<file path="config.mk">
export PLATFORM = sky130hd
export DESIGN_NAME = dmtd_phase_servo
export DESIGN_NICKNAME = d
export VERILOG_FILES = /design/src/rtl/dmtd_pkg.sv /design/src/rtl/mmcm_ps_sequencer.sv /design/src/rtl/dmtd_phase_servo.sv
export SDC_FILE = /design/constraint.sdc
export NUM_CORES = 1
export LEC_CHECK = 0
export CAP_MARGIN = 20
export CELL_PAD_IN_SITES_DETAIL_PLACEMENT = 1
export CELL_PAD_IN_SITES_GLOBAL_PLACEMENT = 1
export CORE_UTILIZATION = 45
export DETAILED_ROUTE_END_ITERATION = 10
export PLACE_DENSITY = 0.95
export SYNTH_ARGS = -nofsm -noshare
export SYNTH_HDL_FRONTEND = slang
export SYNTH_SLANG_ARGS = --single-unit
export TNS_END_PERCENT = 20
</file>
<file path="constraint.sdc">
create_clock -name clk_sys -period 11.8 [get_ports clk_sys]
set_clock_uncertainty 0.15 [all_clocks]
set_input_delay 2.36 -clock clk_sys [delete_from_list [all_inputs] [get_ports clk_sys]]
set_output_delay 2.36 -clock clk_sys [all_outputs]
set_load 0.02 [all_outputs]
</file>
<file path="src/rtl/dmtd_pkg.sv">
// dmtd_pkg: shared state encoding, width helpers and error arithmetic for the DMTD phase servo.
package dmtd_pkg;

    typedef enum logic [2:0] {IDLE, CALC, STEP, WAIT_DONE, SETTLE} servo_state_t;

    function automatic int err_w(input int counter_bits);
        return counter_bits + 1;
    endfunction

    function automatic int integ_w(input int counter_bits);
        return counter_bits + 4;
    endfunction

    // Fold a raw phase difference into [-period/2, period/2).
    function automatic logic signed [63:0] wrap_err(input logic signed [63:0] raw, input longint period);
        return raw >= period / 2 ? raw - period : raw < -(period / 2) ? raw + period : raw;
    endfunction

    function automatic logic signed [63:0] clamp_step(input logic signed [63:0] v, input longint lim);
        return v > lim ? lim : v < -lim ? -lim : v;
    endfunction

endpackage

</file>
<file path="src/rtl/mmcm_ps_sequencer.sv">
// mmcm_ps_sequencer: issues a burst of MMCM phase-shift steps, one ps_en per ps_done, with a per-step timeout.
module mmcm_ps_sequencer
    import dmtd_pkg::*;
#(
    parameter int COUNT_W    = 7,
    parameter int PS_TIMEOUT = 1024
) (
    input  logic               clk,
    input  logic               rst,
    input  logic               start,
    input  logic               abort,
    input  logic               dir,
    input  logic [COUNT_W-1:0] count,
    input  logic               ps_done,
    output logic               ps_en,
    output logic               ps_incdec,
    output logic               stepped,
    output logic               finished,
    output logic               timed_out
);

    localparam int TW = $clog2(PS_TIMEOUT + 1);

    servo_state_t       state, state_nx;
    logic [COUNT_W-1:0] remaining;
    logic [TW-1:0]      tmr;

    // An abort only suppresses steps not yet requested; an issued step is always waited out.
    always_comb begin
        state_nx  = state;
        ps_en     = 1'b0;
        stepped   = 1'b0;
        finished  = 1'b0;
        timed_out = 1'b0;
        case (state)
            STEP: begin
                ps_en    = !abort;
                finished = abort;
                state_nx = abort ? IDLE : WAIT_DONE;
            end
            WAIT_DONE: begin
                if (ps_done) begin
                    stepped  = 1'b1;
                    finished = abort || remaining == COUNT_W'(1);
                    state_nx = finished ? IDLE : STEP;
                end else if (tmr == TW'(PS_TIMEOUT - 1)) begin
                    timed_out = 1'b1;
                    state_nx  = IDLE;
                end
            end
            default: state_nx = start ? STEP : IDLE;
        endcase
    end

    always_ff @(posedge clk or posedge rst) begin
        if (rst) begin
            state     <= IDLE;
            remaining <= '0;
            tmr       <= '0;
            ps_incdec <= 1'b0;
        end else begin
            state <= state_nx;
            if (state == IDLE && start) begin
                remaining <= count;
                ps_incdec <= dir;
            end
            if (state == STEP)
                tmr <= '0;
            else if (state == WAIT_DONE)
                tmr <= tmr + 1'b1;
            if (stepped)
                remaining <= remaining - 1'b1;
        end
    end

endmodule

</file>
<file path="src/rtl/dmtd_phase_servo.sv">
// dmtd_phase_servo: turns DMTD phase measurements into MMCM phase-shift bursts, tracking lock and PS faults.
// Define DMTD_SERVO_INTEGRAL_EN for PI control; otherwise the loop is proportional only.
module dmtd_phase_servo
    import dmtd_pkg::*;
#(
    parameter int COUNTER_BITS  = 28,
    parameter int PERIOD_COUNTS = 16384,
    parameter int KP_SHIFT      = 2,
    parameter int KI_SHIFT      = 4,
    parameter int MAX_STEP      = 64,
    parameter int PS_TIMEOUT    = 1024,
    parameter int LOCK_TOL      = 4,
    parameter int LOCK_CNT      = 8,
    parameter int SETTLE_MEAS   = 1
) (
    input  logic                    clk_sys,
    input  logic                    rst,
    input  logic                    enable,
    input  logic                    clear_fault,
    input  logic [COUNTER_BITS-1:0] setpoint,
    input  logic [COUNTER_BITS-1:0] phase_in,
    input  logic                    phase_valid,
    input  logic                    phase_err_in,
    output logic                    ps_en,
    output logic                    ps_incdec,
    input  logic                    ps_done,
    output logic [COUNTER_BITS:0]   err_out,
    output logic [31:0]             shift_total,
    output logic                    busy,
    output logic                    locked,
    output logic                    fault
);

    localparam int ERR_W = err_w(COUNTER_BITS);
    localparam int CW    = $clog2(MAX_STEP + 1);
    localparam int LW    = $clog2(LOCK_CNT + 1);
`ifdef DMTD_SERVO_INTEGRAL_EN
    localparam int     INTEG_W = integ_w(COUNTER_BITS);
    localparam longint IMAX    = (64'sd1 <<< (INTEG_W - 1)) - 64'sd1;
    logic signed [INTEG_W-1:0] integ;
`endif

    servo_state_t            state, state_nx;
    logic [COUNTER_BITS-1:0] phase_q;
    logic [LW-1:0]           lock_cnt;
    logic [7:0]              settle_cnt;
    logic signed [63:0]      err64, integ_new64, corr64;
    logic                    in_tol, start, step_inc;
    logic [CW-1:0]           step_cnt;
    logic                    seq_stepped, seq_fin, seq_to;

    always_comb begin
        err64 = wrap_err($signed(64'(phase_q)) - $signed(64'(setpoint)), longint'(PERIOD_COUNTS));
`ifdef DMTD_SERVO_INTEGRAL_EN
        integ_new64 = 64'(integ) + err64;
        integ_new64 = integ_new64 > IMAX ? IMAX : integ_new64 < -IMAX - 64'sd1 ? -IMAX - 64'sd1 : integ_new64;
`else
        integ_new64 = '0;
`endif
        corr64   = clamp_step((err64 >>> KP_SHIFT) + (integ_new64 >>> KI_SHIFT), longint'(MAX_STEP));
        in_tol   = err64 <= longint'(LOCK_TOL) && err64 >= -longint'(LOCK_TOL);
        step_inc = corr64[63];
        step_cnt = CW'(corr64[63] ? -corr64 : corr64);
        start    = state == CALC && enable && corr64 != '0;
        state_nx = state;
        case (state)
            IDLE:    state_nx = enable && phase_valid && !phase_err_in && !fault ? CALC : IDLE;
            CALC:    state_nx = start ? STEP : IDLE;
            STEP:    state_nx = seq_to ? IDLE : seq_fin ? (enable ? SETTLE : IDLE) : STEP;
            SETTLE:  state_nx = !enable || (phase_valid && settle_cnt == 8'(SETTLE_MEAS - 1)) ? IDLE : SETTLE;
            default: state_nx = IDLE;
        endcase
    end

    assign busy = state != IDLE;

    mmcm_ps_sequencer #(
        .COUNT_W    (CW),
        .PS_TIMEOUT (PS_TIMEOUT)
    ) u_seq (
        .clk       (clk_sys),
        .rst       (rst),
        .start     (start),
        .abort     (!enable),
        .dir       (step_inc),
        .count     (step_cnt),
        .ps_done   (ps_done),
        .ps_en     (ps_en),
        .ps_incdec (ps_incdec),
        .stepped   (seq_stepped),
        .finished  (seq_fin),
        .timed_out (seq_to)
    );

    always_ff @(posedge clk_sys or posedge rst) begin
        if (rst) begin
            state       <= IDLE;
            phase_q     <= '0;
            settle_cnt  <= '0;
            err_out     <= '0;
            lock_cnt    <= '0;
            locked      <= 1'b0;
            shift_total <= '0;
            fault       <= 1'b0;
`ifdef DMTD_SERVO_INTEGRAL_EN
            integ       <= '0;
`endif
        end else begin
            state      <= state_nx;
            settle_cnt <= state == SETTLE ? settle_cnt + 8'(phase_valid) : '0;
            if (state == IDLE)
                phase_q <= phase_in;
            if (state == CALC && enable) begin
                err_out  <= ERR_W'(err64);
                lock_cnt <= in_tol ? (lock_cnt == LW'(LOCK_CNT) ? lock_cnt : lock_cnt + 1'b1) : '0;
                locked   <= in_tol && lock_cnt >= LW'(LOCK_CNT - 1);
`ifdef DMTD_SERVO_INTEGRAL_EN
                integ    <= INTEG_W'(integ_new64);
`endif
            end
            if (seq_stepped)
                shift_total <= ps_incdec ? shift_total + 32'd1 : shift_total - 32'd1;
            // Lock loss overrides any in-tolerance update made in the same cycle.
            if (seq_to || phase_err_in || !enable) begin
                lock_cnt <= '0;
                locked   <= 1'b0;
            end
`ifdef DMTD_SERVO_INTEGRAL_EN
            if (!enable)
                integ <= '0;
`endif
            fault <= seq_to || (fault && !clear_fault);
        end
    end

endmodule
</file>
; Yosys cells after proc, flatten, opt, wreduce, memory -nomap -nowiden
; Index checks and enable logic that the tools add are counted.
; Widths: inputs -> output; s select.
[word_totals]
output_inout_bits = 66
in_bits = 63
reg_bits = 128
[op_classes]
eq_ne = 10
magnitude_cmp = 7
n_addsub = 10
mux = 37
n_reduce_logical = 28
[op_table]
columns = operator, count
row1 = $mux 64, 4
row2 = $ge 64x3->1 const B, 1
row3 = $le 64x4->1 const B, 1
row4 = $reduce_bool 64->1, 1
row5 = $gt 62x8->1 const B, 1
row6 = $lt 62x7->1 const B, 1
row7 = $add 32x1->32 const B, 1
row8 = $mux 32, 1
row9 = $sub 32x1->32 const B, 1
row10 = $add 29x16->30 const B, 1
row11 = $sub 29x16->30 const B, 1
row12 = $ge 29x15->1 const B, 1
row13 = $lt 29x14->1 const B, 1
row14 = $sub 28x28->29, 1
row15 = $mux 11, 2
row16 = $mux 7, 3
row17 = $mux 3, 6
row18 = $mux 4, 4
row19 = $pmux 3 s4, 1
row20 = $add 11x1->11 const B, 1
row21 = $eq 11x10->1 const B, 1
row22 = $logic_and 1x1->1, 10
row23 = $mux 1, 10
row24 = $eq 3x2->1 const B, 3
row25 = 21 further kinds, 34

; Logic depth before layout (Yosys ltp)
[depth]
depth_word = 12
depth_mapped = 27
ltp_nobuf = 26

; By module
; A second synthesis with hierarchy kept.
[unflattened]
hier_cells = 1111
hier_area_um2 = 9970.8
[modules_own_cells]
columns = module, cells_per_inst, n_inst, area_per_inst_um2, seq_area_each_um2
row1 = dmtd_phase_servo, 984, 1, 8723.4, 2652.5
row2 = mmcm_ps_sequencer, 127, 1, 1247.4, 525.5

; Least setup slack after synthesis
; Ideal clock, no wire load.
[synth_timing]
path_type = input port to flip-flop
from = input port setpoint[0]
to = register u_seq.remaining[2]
stages = 25
arrival_time_ps = 7343
required_time_ps = 11556
setup_slack_ps = 4213
setup_time_ps = 94
path_buffers = 1
cell_sequence = ha_1 inv_1 fa_1 a211oi_2 o211ai_2 a21oi_2 mux2i_1 a211oi_2 a2111o_1 or3_1 a211oi_2 o21a_1 nor2_1 or3_1 nor4b_1 nand4_1 nand2_1 nand2_1 ha_1 and3_1 o2111ai_1 and2_1 buf_6 mux2i_1 a211oi_1
[synth_between]
elab_chain_len = 11
elab_cells_between_ends = 19
classes_between = add/sub (4) / order compare (4) / mux (7) / reduce/logical (4)
[synth_lines]
columns = item, line_no
row1 = start: declaration, dmtd_phase_servo.sv:20  ; input logic [COUNTER_BITS-1:0] setpoint,
row2 = $sub 28x28->29 (*), dmtd_phase_servo.sv:53  ; err64 = wrap_err($signed(64'(phase_q)) - $signed(64'(setpoint)), longint'(PERIOD_COUNTS));
row3 = $add 29x16->30 / $lt 29x14->1 (equally long branches), dmtd_pkg.sv:16  ; return raw >= period / 2 ? raw - period : raw < -(period / 2) ? raw + period : raw;
row4 = $mux 64, dmtd_pkg.sv:16
row5 = $mux 64 (*), dmtd_pkg.sv:16
row6 = $lt 62x7->1, dmtd_pkg.sv:20  ; return v > lim ? lim : v < -lim ? -lim : v;
row7 = $mux 64, dmtd_pkg.sv:20
row8 = $mux 64 (*), dmtd_pkg.sv:20
row9 = $neg 7->7 / $reduce_bool 64->1 (equally long branches), "dmtd_phase_servo.sv:63, dmtd_phase_servo.sv:64"
row10 = $mux 7 / $logic_and 1x1->1 (equally long branches), "dmtd_phase_servo.sv:63, dmtd_phase_servo.sv:64"
row11 = $mux 7 / $logic_and 1x1->1 (equally long branches), mmcm_ps_sequencer.sv:63  ; if (state == IDLE && start) begin
row12 = $mux 7 / $reduce_bool 2->1 (equally long branches), -
row13 = end signal: assignment, mmcm_ps_sequencer.sv:64  ; remaining <= count;
row14 = end signal: assignment, mmcm_ps_sequencer.sv:72  ; remaining <= remaining - 1'b1;
row15 = end: declaration, mmcm_ps_sequencer.sv:25  ; logic [COUNT_W-1:0] remaining;
; Every way passes the cells marked *; elsewhere a longest branch is shown, timed or not. The select of a mux whose other input is x is not followed.
; A chain may end at the register's enable or synchronous reset.

; Worst setup path in the final report
; Ends and elaborated chain as after synthesis.

==> results.md <==
Timing:
- Setup repair after global routing left no endpoint under its margin.
- At the pin with the least slew margin, the transition time is 1.059 ns.
- The final period demand of the worst path is 9.083 ns.
- The total count of max-transition violations in the final report came to 0.
- Final hold analysis gives a worst-case slack of 0.3300 ns.
- In this run the tightest slew margin relative to its limit is 29.42%.
- The fmax is 0.1101 GHz.
- The count of final hold-check violations is 0.
- The share of the clock period used by the worst path is 76.98%.
- Setup violations remaining at the end of the flow were counted as 0.
- Adding up every negative setup slack in the final design gives 0 ns.

Cells and area:
- The share of cells above drive strength 1 is 8.970%.
- The number of antenna cells inserted is 0.
- The final net count is 1,404.
- The final instance area is 11,990 µm².
- The layout has 2,516 filler cells.
- The finished layout holds 1,557 standard cells, fillers aside.
- The growth of design area from synthesis to finish is 20.66%.

Setup path:
- The worst register-to-register path begins at phase_q[0]$_DFFE_PP0N_.
- The critical path launch point type is a primary input.
- STA classifies the critical path endpoint as a flop.
- The maximum fanout along the worst path is 10.
- The number of cells on the worst reg-to-reg path is 25.
- The flop-to-flop setup slack is 4.70 ns.
- The endpoint of the worst-slack reg-to-reg timing path is u_seq.remaining[2]$_DFFE_PP0P_.
- At the worst endpoint, the required time is 11.97 ns.
- Data on the critical path arrives at its endpoint at 9.25 ns.
- The critical path is of the primary input to flop type.

Clock network:
- The clock tree synthesis step divided the H-tree into 4 levels.
- The clock buffer count from CTS is 17.
- The clock network latency to the later pin of the worst-skew pair is 0.44 ns.
- The clock root buffer is sky130_fd_sc_hd__clkbuf_16.
- Clock-pin slew was measured on the worst setup and hold paths at 0.06 ns.
- The post-CTS setup buffer count is 0.
- The hold buffer count at CTS is 0.
- The clock tree from TritonCTS is built.
- Post-CTS repair changed the size of 0 cells.
- No sink is reached through more buffers than the 2 on the longest clock path.
- The sink count of the clock tree is 127.

Synthesis:
- In this run, synthesis inferred 0 flip-flops with an integrated enable.
- The synthesized area per cell is 8.610 µm².
- The synthesized area is 9936 µm².
- The async set or reset register ratio after synthesis is 100.0%.
- The count of state elements after synthesis is 127.
- Counting every net in the synthesized netlist gives 1,288.
- The sequential share of the synthesized area is 31.99%.
- The instance count of the mapped netlist is 1,154.
- The yosys synthesis warning count is 0.
- The synthesized netlist contains 92 unique library cells.
- In the synthesized netlist the dominant register cell turns out to be sky130_fd_sc_hd__dfrtp_1.

Global routing:
- The wire length of the first global-routing pass is 54,950 µm.
- The initial antenna violation count came to 0.
- Global routing consumed, on the met3 layer, 5.303% of the routing resources.
- After global routing, the most crowded layer is met2.
- The global routing usage on met2 is 54.08%.
- The global-route total usage across every layer is 31.29%.
- Global routing used 38.47% of the available met1 tracks.
- The via count of the first global-routing pass is 10,260.
- The pin count of the biggest net entering global routing is 69.
- The total congestion overflow after global routing is 0.

Pwr:
- Summed over all cells, the static leakage comes to 5.208 nW.
- The worst-case IR drop observed on VDD is 0.0001383 V.
- The final total power is 3.042 mW.
- The ratio of total power to cell area is 253.8 nW/µm².

Drt:
- The routed design has 34,110 µm of wire.
- The number of search-and-repair iterations in the first detailed-routing pass is 5.
- In the routed layout, each cell is associated on average with a via count of 6.265.
- The iteration-0 DRC count of the detailed router is 586.
- The detail route stage leaves a number of antenna-violating nets equal to 0.
- Dividing the detail-routed wire length by the instance count gives 21.91 µm.
- The detailed router placed 9,754 vias in this run.
- In the routed design, unresolved DRC markers number 0.

Placement:
- The number of placed instances, taps included is 1,526.
- The area after detailed placement is 11,450 µm².
- The final HPWL from detailed placement is 24,620 µm.
- The final RePlAce weighted congestion is 0.9164.
- The number of input and output port buffers inserted is 128.

Hold path:
- The cell depth of the worst min-delay path is 2.
- The startpoint identified for the worst hold timing path is err_out[25]$_DFFE_PP0P_.
- For hold timing, the worst endpoint is err_out[25]$_DFFE_PP0P_.
- The worst min-delay path class is flop to flop.

Floorplan:
- The number of I/O pins is 129.
- The die is 150.6 µm tall.
- For this configuration, the core starts out at a cell density of 46.53%.
- Row generation in the floorplan step produced 53 rows.
- From left edge to right edge, the die measures 150.6 µm.
- The core area is 21,350 µm².
- The floorplan step defined a die boundary enclosing 22,680 µm².

Run status:
- The run finished with clean final reports.

Flow run:
- The tool flagged a number of max-cap violations equal to 0.
-- critical path: stages --
cell and delay [ns]:
sky130_fd_sc_hd__clkdlybuf4s50_1 0.50, sky130_fd_sc_hd__ha_1 0.19, sky130_fd_sc_hd__inv_1 0.06, sky130_fd_sc_hd__fa_1 0.48, sky130_fd_sc_hd__a211oi_2 0.32, sky130_fd_sc_hd__o211ai_2 0.18
sky130_fd_sc_hd__a211oi_2 0.32, sky130_fd_sc_hd__o21ai_1 0.20, sky130_fd_sc_hd__a311oi_2 0.42, sky130_fd_sc_hd__xnor2_1 0.32, sky130_fd_sc_hd__nor4b_2 0.56, sky130_fd_sc_hd__nand3_2 0.25
sky130_fd_sc_hd__nor3b_1 0.23, sky130_fd_sc_hd__a31oi_1 0.18, sky130_fd_sc_hd__xor2_1 0.48, sky130_fd_sc_hd__nor4b_1 0.32, sky130_fd_sc_hd__nand4_1 0.13, sky130_fd_sc_hd__nand2_1 0.16
sky130_fd_sc_hd__nand2_1 0.09, sky130_fd_sc_hd__ha_1 0.25, sky130_fd_sc_hd__and3_1 0.15, sky130_fd_sc_hd__o2111ai_1 0.13, sky130_fd_sc_hd__and2_1 0.41, sky130_fd_sc_hd__mux2i_1 0.19
sky130_fd_sc_hd__a211oi_1 0.36
-- worst max path at each step --
stage                startpoint  cells after the start                             end
CTS                 setpoint[0]                     25  u_seq.remaining[2]$_DFFE_PP0P_
finish              setpoint[0]                     25  u_seq.remaining[2]$_DFFE_PP0P_
floorplan           setpoint[0]                     25  u_seq.remaining[2]$_DFFE_PP0P_
detailed placement  setpoint[0]                     25  u_seq.remaining[2]$_DFFE_PP0P_
global route        setpoint[9]                     24  u_seq.remaining[2]$_DFFE_PP0P_
global placement    setpoint[0]                     25  u_seq.remaining[2]$_DFFE_PP0P_
-- kinds of logic (layout without fill, tap and decap cells) --
| group | count (synthesis) | after routing | share of synthesized area [%] |
|---|---|---|---|
| AOI/OAI and AO/OA | 311 | 311 | 21.57 |
| DFF | 127 | 127 | 31.99 |
| muxes | 40 | 40 | 4.471 |
| buffers and inverters | 101 | 229 | 4.105 |
| adders and majority gates | 71 | 71 | 9.092 |
| xor gates and xnor gates | 69 | 69 | 6.158 |
| and+or+nand+nor | 435 | 435 | 22.62 |
-- sequential cells by signal (all words and copies together) (netlist names), 2 cells and up --
name	cells
phase_q	28
shift_total	32
settle_cnt	8
lock_cnt	4
u_seq.tmr	11
state	3
u_seq.remaining	7
u_seq.state	2
err_out	29
-- placed cells by master, fill, tap and decap left out, drive strengths merged, types with 21 or more instances in the layout --
master	synthesis	layout
nand2	139	139
clkdlybuf4s50	0	128
dfrtp	127	127
o21ai	94	94
ha	69	69
inv	65	69
nor2	64	64
a21oi	59	59
nand3	54	54
xnor2	39	39
nor3	37	37
mux2	35	35
xor2	30	30
and3	25	25
a21o	21	21
-- per-layer routing --
metal  wire length, µm  vias up
met5                 0        -
met4              1002        0
met3              1638       81
met2             17090      334
met1             14380     4892
li1                  -     4447
-- cell type report --
type | count | area [µm²] | share of cell area [%]
clock buffer | 18 | 429.2 | 3.580
sequential | 127 | 3178 | 26.51
tap | 275 | 344.1 | 2.870
inverter | 65 | 246.5 | 2.056
clock inverter | 13 | 112.6 | 0.9393
timing repair buffer | 133 | 1319 | 11.00
multi-input combinational | 926 | 6360 | 53.05
-- stage by stage --
step	worst slack (ns)	utilization, %
finish	2.717	56.15
global route	2.436	56.15
CTS	2.884	56.15
detailed placement	2.733	53.61
global placement	2.990	53.61
floorplan	4.213	-
-- cell usage after synthesis, drive strengths merged, types with 5 or more instances --
cell,count,area (µm²)
a211oi,17,165.2
a21o,21,157.7
a21oi,59,306.5
a31oi,15,93.84
and2,16,102.6
and3,25,156.4
and4,9,78.83
buf,9,62.55
clkbuf,27,101.4
dfrtp,127,3178
ha,69,863.3
inv,65,244.0
mux2,35,394.1
mux2i,5,50.05
nand2,139,521.8
nand2b,9,56.30
nand3,54,275.3
nand3b,5,37.54
nand4,18,118.9
nor2,64,240.2
nor2b,6,37.54
nor3,37,201.5
nor4,12,111.4
nor4b,5,50.04
o211ai,8,65.06
o21a,13,105.1
o21ai,94,474.2
o21bai,10,86.33
o31ai,13,102.6
o41ai,5,43.79
or2,10,65.06
or3,13,81.33
xnor2,39,349.1
xor2,30,262.8
-- power breakdown --
| part | total, mW | internal (mW) | leakage [nW] | switching [mW] |
|---|---|---|---|---|
| Combinational | 1.90 | 0.694 | 3.29 | 1.21 |
| Clock | 0.513 | 0.289 | 0.263 | 0.225 |
| Sequential | 0.627 | 0.541 | 1.66 | 0.0864 |
| Total | 3.04 | 1.52 | 5.21 | 1.52 |
(Power assumes the default switching activity.)
==> variant 1: new RTL, config.mk and constraints unchanged <==
Build with the macro `DMTD_SERVO_INTEGRAL_EN` defined.
--- a/src/rtl/dmtd_phase_servo.sv
+++ b/src/rtl/dmtd_phase_servo.sv
@@ -1,4 +1,6 @@
 // dmtd_phase_servo: turns DMTD phase measurements into MMCM phase-shift bursts, tracking lock and PS faults.
 // Define DMTD_SERVO_INTEGRAL_EN for PI control; otherwise the loop is proportional only.
+`define DMTD_SERVO_INTEGRAL_EN
+
 module dmtd_phase_servo
     import dmtd_pkg::*;
Formal check against the unedited RTL: not equivalent (a bounded check fails within 10 cycles, from zero or initial values and one cycle with rst high).
==> variant 1 against the unedited design <==
The flow now stops in global routing; area after synthesis grew 73%.
==> variant 1: results (changes against the unedited design) <==
Parameter                              Value

Placement
  Port Buffers    128 (unchanged)
  Setup Slack @ Placement    -5270 ps (-8000 ps)
  Final RePlAce weighted congestion    0.981 (+7.1%)
  Sum of net half-perimeters after detailed placement    76900 µm (+210%)

Synthesis
  Main area contributors after synthesis    dfrtp_1, ha_1, a21oi_1
  Commonest cells in the netlist    nand2_1, ha_1, dfrtp_1, a21oi_1, nor2_1
  Seq/Total Area, Yosys    0.232 (-0.0878)
  Synth async-reset ratio    1.00 (unchanged)
  Syn Nets    2378 (+85%)
  Library cells used by synthesis    101 (+9.8%)
  Total of warnings raised by yosys    0 (unchanged)

CTS
  CTS Root Cell    clkbuf_16
  Number of H-tree levels    4 (unchanged)
  Clk sinks    159 (+25%)
  CTS Buf Count    17 (unchanged)
  Maximum count of clock buffers along a single path    2 (unchanged)

GRT
  Global routing usage summed across all routing layers    0.924
  Global-route wire length before repair    271000 µm
  Overflow left after global routing    903
  Pin count of the biggest net entering global routing    101
  Via count of the first global-routing pass    34900

Status
  Tool error message    [ERROR GRT-0116] Global routing finished with congestion. Check the congestion regions in the DRC Viewer.
  Status    did not finish
  Stopped at    global routing
-- variant 1: timing repair --
item / CTS
pin swaps: 102
endpoints found under the setup margin: 10
buffers inserted: 63
gates resized for setup: 295
-- variant 1: cell families after synthesis --
kind of cell | after synthesis | share of synthesized area
fa+ha+maj | 168 | 0.125
xor+xnor | 129 | 0.0663
compound gates | 696 | 0.280
mux | 48 | 0.0312
buf+inv | 210 | 0.0469
flops | 159 | 0.232
simple gates | 737 | 0.219
-- variant 1: routing by layer --
| layer | GRT overflow | track usage |
|---|---|---|
| met5 | 6 | 0.556 |
| met4 | 312 | 0.989 |
| met3 | 26 | 0.817 |
| met2 | 539 | 1.05 |
| met1 | 20 | 0.896 |
-- variant 1: stage by stage --
stage	cell area [µm²]	std cells	setup TNS, ps	hold slack (ps)	utilization
after detailed placement	23900	3296	-52300	346	0.636
after CTS	26100	3391	-30650	366	0.695
after global placement	23900	3296	-31840	311	0.636
after floorplan	17800	2147	-16710	316	-
==> variant 2: new RTL, config.mk and constraints unchanged <==
Without the edit above. Add an input register stage for `clear_fault`, `setpoint`, `phase_in`, `phase_valid`, `phase_err_in` and `ps_done`, cleared by the reset; this delays them by one clock. The other inputs are not delayed to match.
--- a/src/rtl/dmtd_phase_servo.sv
+++ b/src/rtl/dmtd_phase_servo.sv
@@ -35,4 +35,29 @@
     localparam int CW    = $clog2(MAX_STEP + 1);
     localparam int LW    = $clog2(LOCK_CNT + 1);
+
+    logic clear_fault_q;
+    logic [COUNTER_BITS-1:0] setpoint_q;
+    logic [COUNTER_BITS-1:0] phase_r;
+    logic phase_valid_q;
+    logic phase_err_q;
+    logic ps_done_q;
+
+    always_ff @(posedge clk_sys or posedge rst) begin
+        if (rst) begin
+            clear_fault_q <= '0;
+            setpoint_q    <= '0;
+            phase_r       <= '0;
+            phase_valid_q <= '0;
+            phase_err_q   <= '0;
+            ps_done_q     <= '0;
+        end else begin
+            clear_fault_q <= clear_fault;
+            setpoint_q    <= setpoint;
+            phase_r       <= phase_in;
+            phase_valid_q <= phase_valid;
+            phase_err_q   <= phase_err_in;
+            ps_done_q     <= ps_done;
+        end
+    end
 `ifdef DMTD_SERVO_INTEGRAL_EN
     localparam int     INTEG_W = integ_w(COUNTER_BITS);
@@ -51,5 +76,5 @@
 
     always_comb begin
-        err64 = wrap_err($signed(64'(phase_q)) - $signed(64'(setpoint)), longint'(PERIOD_COUNTS));
+        err64 = wrap_err($signed(64'(phase_q)) - $signed(64'(setpoint_q)), longint'(PERIOD_COUNTS));
 `ifdef DMTD_SERVO_INTEGRAL_EN
         integ_new64 = 64'(integ) + err64;
@@ -65,8 +90,8 @@
         state_nx = state;
         case (state)
-            IDLE:    state_nx = enable && phase_valid && !phase_err_in && !fault ? CALC : IDLE;
+            IDLE:    state_nx = enable && phase_valid_q && !phase_err_q && !fault ? CALC : IDLE;
             CALC:    state_nx = start ? STEP : IDLE;
             STEP:    state_nx = seq_to ? IDLE : seq_fin ? (enable ? SETTLE : IDLE) : STEP;
-            SETTLE:  state_nx = !enable || (phase_valid && settle_cnt == 8'(SETTLE_MEAS - 1)) ? IDLE : SETTLE;
+            SETTLE:  state_nx = !enable || (phase_valid_q && settle_cnt == 8'(SETTLE_MEAS - 1)) ? IDLE : SETTLE;
             default: state_nx = IDLE;
         endcase
@@ -85,5 +110,5 @@
         .dir       (step_inc),
         .count     (step_cnt),
-        .ps_done   (ps_done),
+        .ps_done   (ps_done_q),
         .ps_en     (ps_en),
         .ps_incdec (ps_incdec),
@@ -108,7 +133,7 @@
         end else begin
             state      <= state_nx;
-            settle_cnt <= state == SETTLE ? settle_cnt + 8'(phase_valid) : '0;
+            settle_cnt <= state == SETTLE ? settle_cnt + 8'(phase_valid_q) : '0;
             if (state == IDLE)
-                phase_q <= phase_in;
+                phase_q <= phase_r;
             if (state == CALC && enable) begin
                 err_out  <= ERR_W'(err64);
@@ -122,5 +147,5 @@
                 shift_total <= ps_incdec ? shift_total + 32'd1 : shift_total - 32'd1;
             // Lock loss overrides any in-tolerance update made in the same cycle.
-            if (seq_to || phase_err_in || !enable) begin
+            if (seq_to || phase_err_q || !enable) begin
                 lock_cnt <= '0;
                 locked   <= 1'b0;
@@ -130,5 +155,5 @@
                 integ <= '0;
 `endif
-            fault <= seq_to || (fault && !clear_fault);
+            fault <= seq_to || (fault && !clear_fault_q);
         end
     end
Function: changed (a bounded check fails within 4 cycles, from zero or initial values and one cycle with rst high).
==> variant 2 against the unedited design <==
Area after synthesis up 16%; worst setup slack improved by 2600 ps; non-clock buffer count grew 3; global-route usage decreased by 6.1 points; combinational power down 7%; design area increased by 14%; largest power group unchanged; sequential cell count grew 60; fmax grew 39%; total power up 4.2%; via count grew 0.94%; sequential power rose by 34%; critical path depth fell by 1; routed wire length decreased by 5.3%.
==> variant 2: results (changes against the unedited design) <==
Parameter                              Value

Synthesis
  Library cells used by synthesis    106 (+15%)
  Syn Nets    1348 (+4.7%)
  Commonest cells in the netlist    dfrtp_1, nand2_1, nor2_1, a21oi_1, o21ai_0
  Main area contributors after synthesis    dfrtp_1, ha_1, nand2_1
  Seq/Total Area, Yosys    0.405 (+0.0850)
  Synth async-reset ratio    1.00 (unchanged)

Hold path
  Hold Startpoint    clear_fault_q
  Worst hold path type    reg -> reg
  Worst Hold Path EP    fault
  Hold depth    1 (-1)

GRT
  Pin count of the biggest net entering global routing    126 (+83%)
  Via count of the first global-routing pass    10200 (-0.31%)
  Number of antenna violations at the first check in global routing    2 (+2)
  GR Util met1    0.318 (-0.0669)
  Global-route wire length before repair    52600 µm (-4.3%)
  Global routing usage on met3    0.0424 (-0.0106)
  Met2 routing resource usage after global routing    0.429 (-0.112)
  Global routing usage summed across all routing layers    0.252 (-0.0610)

Worst setup path
  Library cell contributing the largest single delay on the critical path    and3_1
  FF-to-FF path depth    24 (-4.0%)
  Max Fanout on Critical Path    16 (+6)
  Arr. time, crit path    6730 ps (-2520 ps)
  Delay of the slowest cell on the worst path    560 ps (about the same)
  Type of the setup path with the least slack    reg -> reg
  Reg-to-reg critical path endpoint    u_seq.remaining[6]
  Launching point of the worst reg2reg path    phase_q[0]
  Reg-to-reg slack, setup    5270 ps (+570 ps)

Cells and area
  FILL cells    2843 (+13%)
  Number of nets in the layout    1465 (+4.3%)
  Registers with the most flip-flops    shift_total (32), err_out (29)
  Share of layout cells above drive strength 1    0.104 (+0.0145)

Routing
  Number of design-rule violations left by the first detailed-router iteration    703 (+20%)
  Detailed-router iteration count before antenna repair    5 (unchanged)
  Total number of vias    9846 (+0.94%)
  Routed wire per std cell    19.3 µm (-12%)

Power
  Standby leakage power    5.96 nW (+14%)
  Worst VDD drop    0.000113 V (-18%)

CTS
  Clock Pin Slew Worst Setup and Hold Paths    80 ps (+20 ps)
  Number of H-tree levels    4 (unchanged)
  CTS Root Cell    clkbuf_16
  Post-CTS Resized    0 (unchanged)
  Source-to-sink clock delay at the later pin of the worst-skew pair    460 ps (+20 ps)
  CTS Buf Count    17 (unchanged)
  Maximum count of clock buffers along a single path    2 (unchanged)

Status
  Status    complete, no violations

Placement
  Final RePlAce weighted congestion    0.923 (+0.76%)
  Total cell area at the placement stage    0.0132 mm² (+15%)
  Sum of net half-perimeters after detailed placement    23900 µm (-2.9%)

STA
  Transition time of the tightest slew-check pin    890 ps (-168 ps)
  Final-layout worst hold slack    327 ps (-2.67 ps)
==> variant 2: cell types whose count changed after synthesis, moves of 6 or more <==
cell	change
and3_1	-7
o21ai_0	-14
nor3_1	-10
a21oi_1	+19
nand3_1	-6
nor2_1	+20
clkbuf_1	-8
o21ai_1	+11
inv_1	-7
dfrtp_1	+60
==> variant 2: logic make-up (layout without fill, tap and decap cells) <==
family / count (synthesis) / count (layout) / share of synthesized area
other cells: 0 / 2 / 0
flops: 187 / 187 / 0.405
compound gates: 314 / 314 / 0.189
buf+inv: 98 / 227 / 0.0345
simple gates: 433 / 433 / 0.196
fa+ha+maj: 71 / 71 / 0.0782
xor+xnor: 67 / 67 / 0.0543
mux: 44 / 44 / 0.0428
==> variant 2: final cells by class <==
class | instances | area share
Sequential cell | 187 | 0.341
Timing Repair Buffer | 136 | 0.0978
Multi-Input combinational cell | 929 | 0.473
Tap cell | 330 | 0.0301
Clock inverter | 13 | 0.00912
Antenna cell | 2 | 0.000365
Clock buffer | 18 | 0.0313
Inverter | 60 | 0.0170
==> variant 2: worst max path at each step <==
stage / end / slack (ps) / cells past startpoint
5_1_grt: u_seq.remaining[6] / 4930 / 21
2_1_floorplan: clear_fault_q / 4200 / 1
6_report: u_seq.remaining[6] / 5270 / 24
4_1_cts: u_seq.remaining[6] / 5350 / 24
3_3_place_gp: ps_en / 5500 / 4
3_5_place_dp: u_seq.remaining[6] / 5460 / 24
==> variant 2: per-stage QoR <==
stage	setup slack (ps)	std cells	utilization
4_1_cts	5350	1673	0.544
2_1_floorplan	4200	1214	-
3_3_place_gp	5500	1642	0.522
5_1_grt	4930	1675	0.545
3_5_place_dp	5460	1642	0.522
6_report	5270	1675	0.545
==> variant 2: per-layer routing <==
layer	up-vias	share of wire
met1	4914	0.44
met5	-	0
li1	4609	-
met4	0	0.027
met2	257	0.49
met3	66	0.040
==> variant 2: critical path: cells and delay by family, from the launching register on <==
kind,cells,cell delay (ps)
AO/OA/AOI/OAI,11,2380
AND/OR/NAND/NOR,6,2200
adder cells (fa/ha/maj),3,880
flip-flops,1,360
XOR/XNOR,1,240
buffers and inverters,3,220
==> variant 2: report_power, final <==
part | internal, mW | switching [mW] | total, mW
clock | 0.279 | 0.282 | 0.561
combinational | 0.675 | 1.09 | 1.77
sequential | 0.758 | 0.0836 | 0.841
total | 1.71 | 1.46 | 3.17
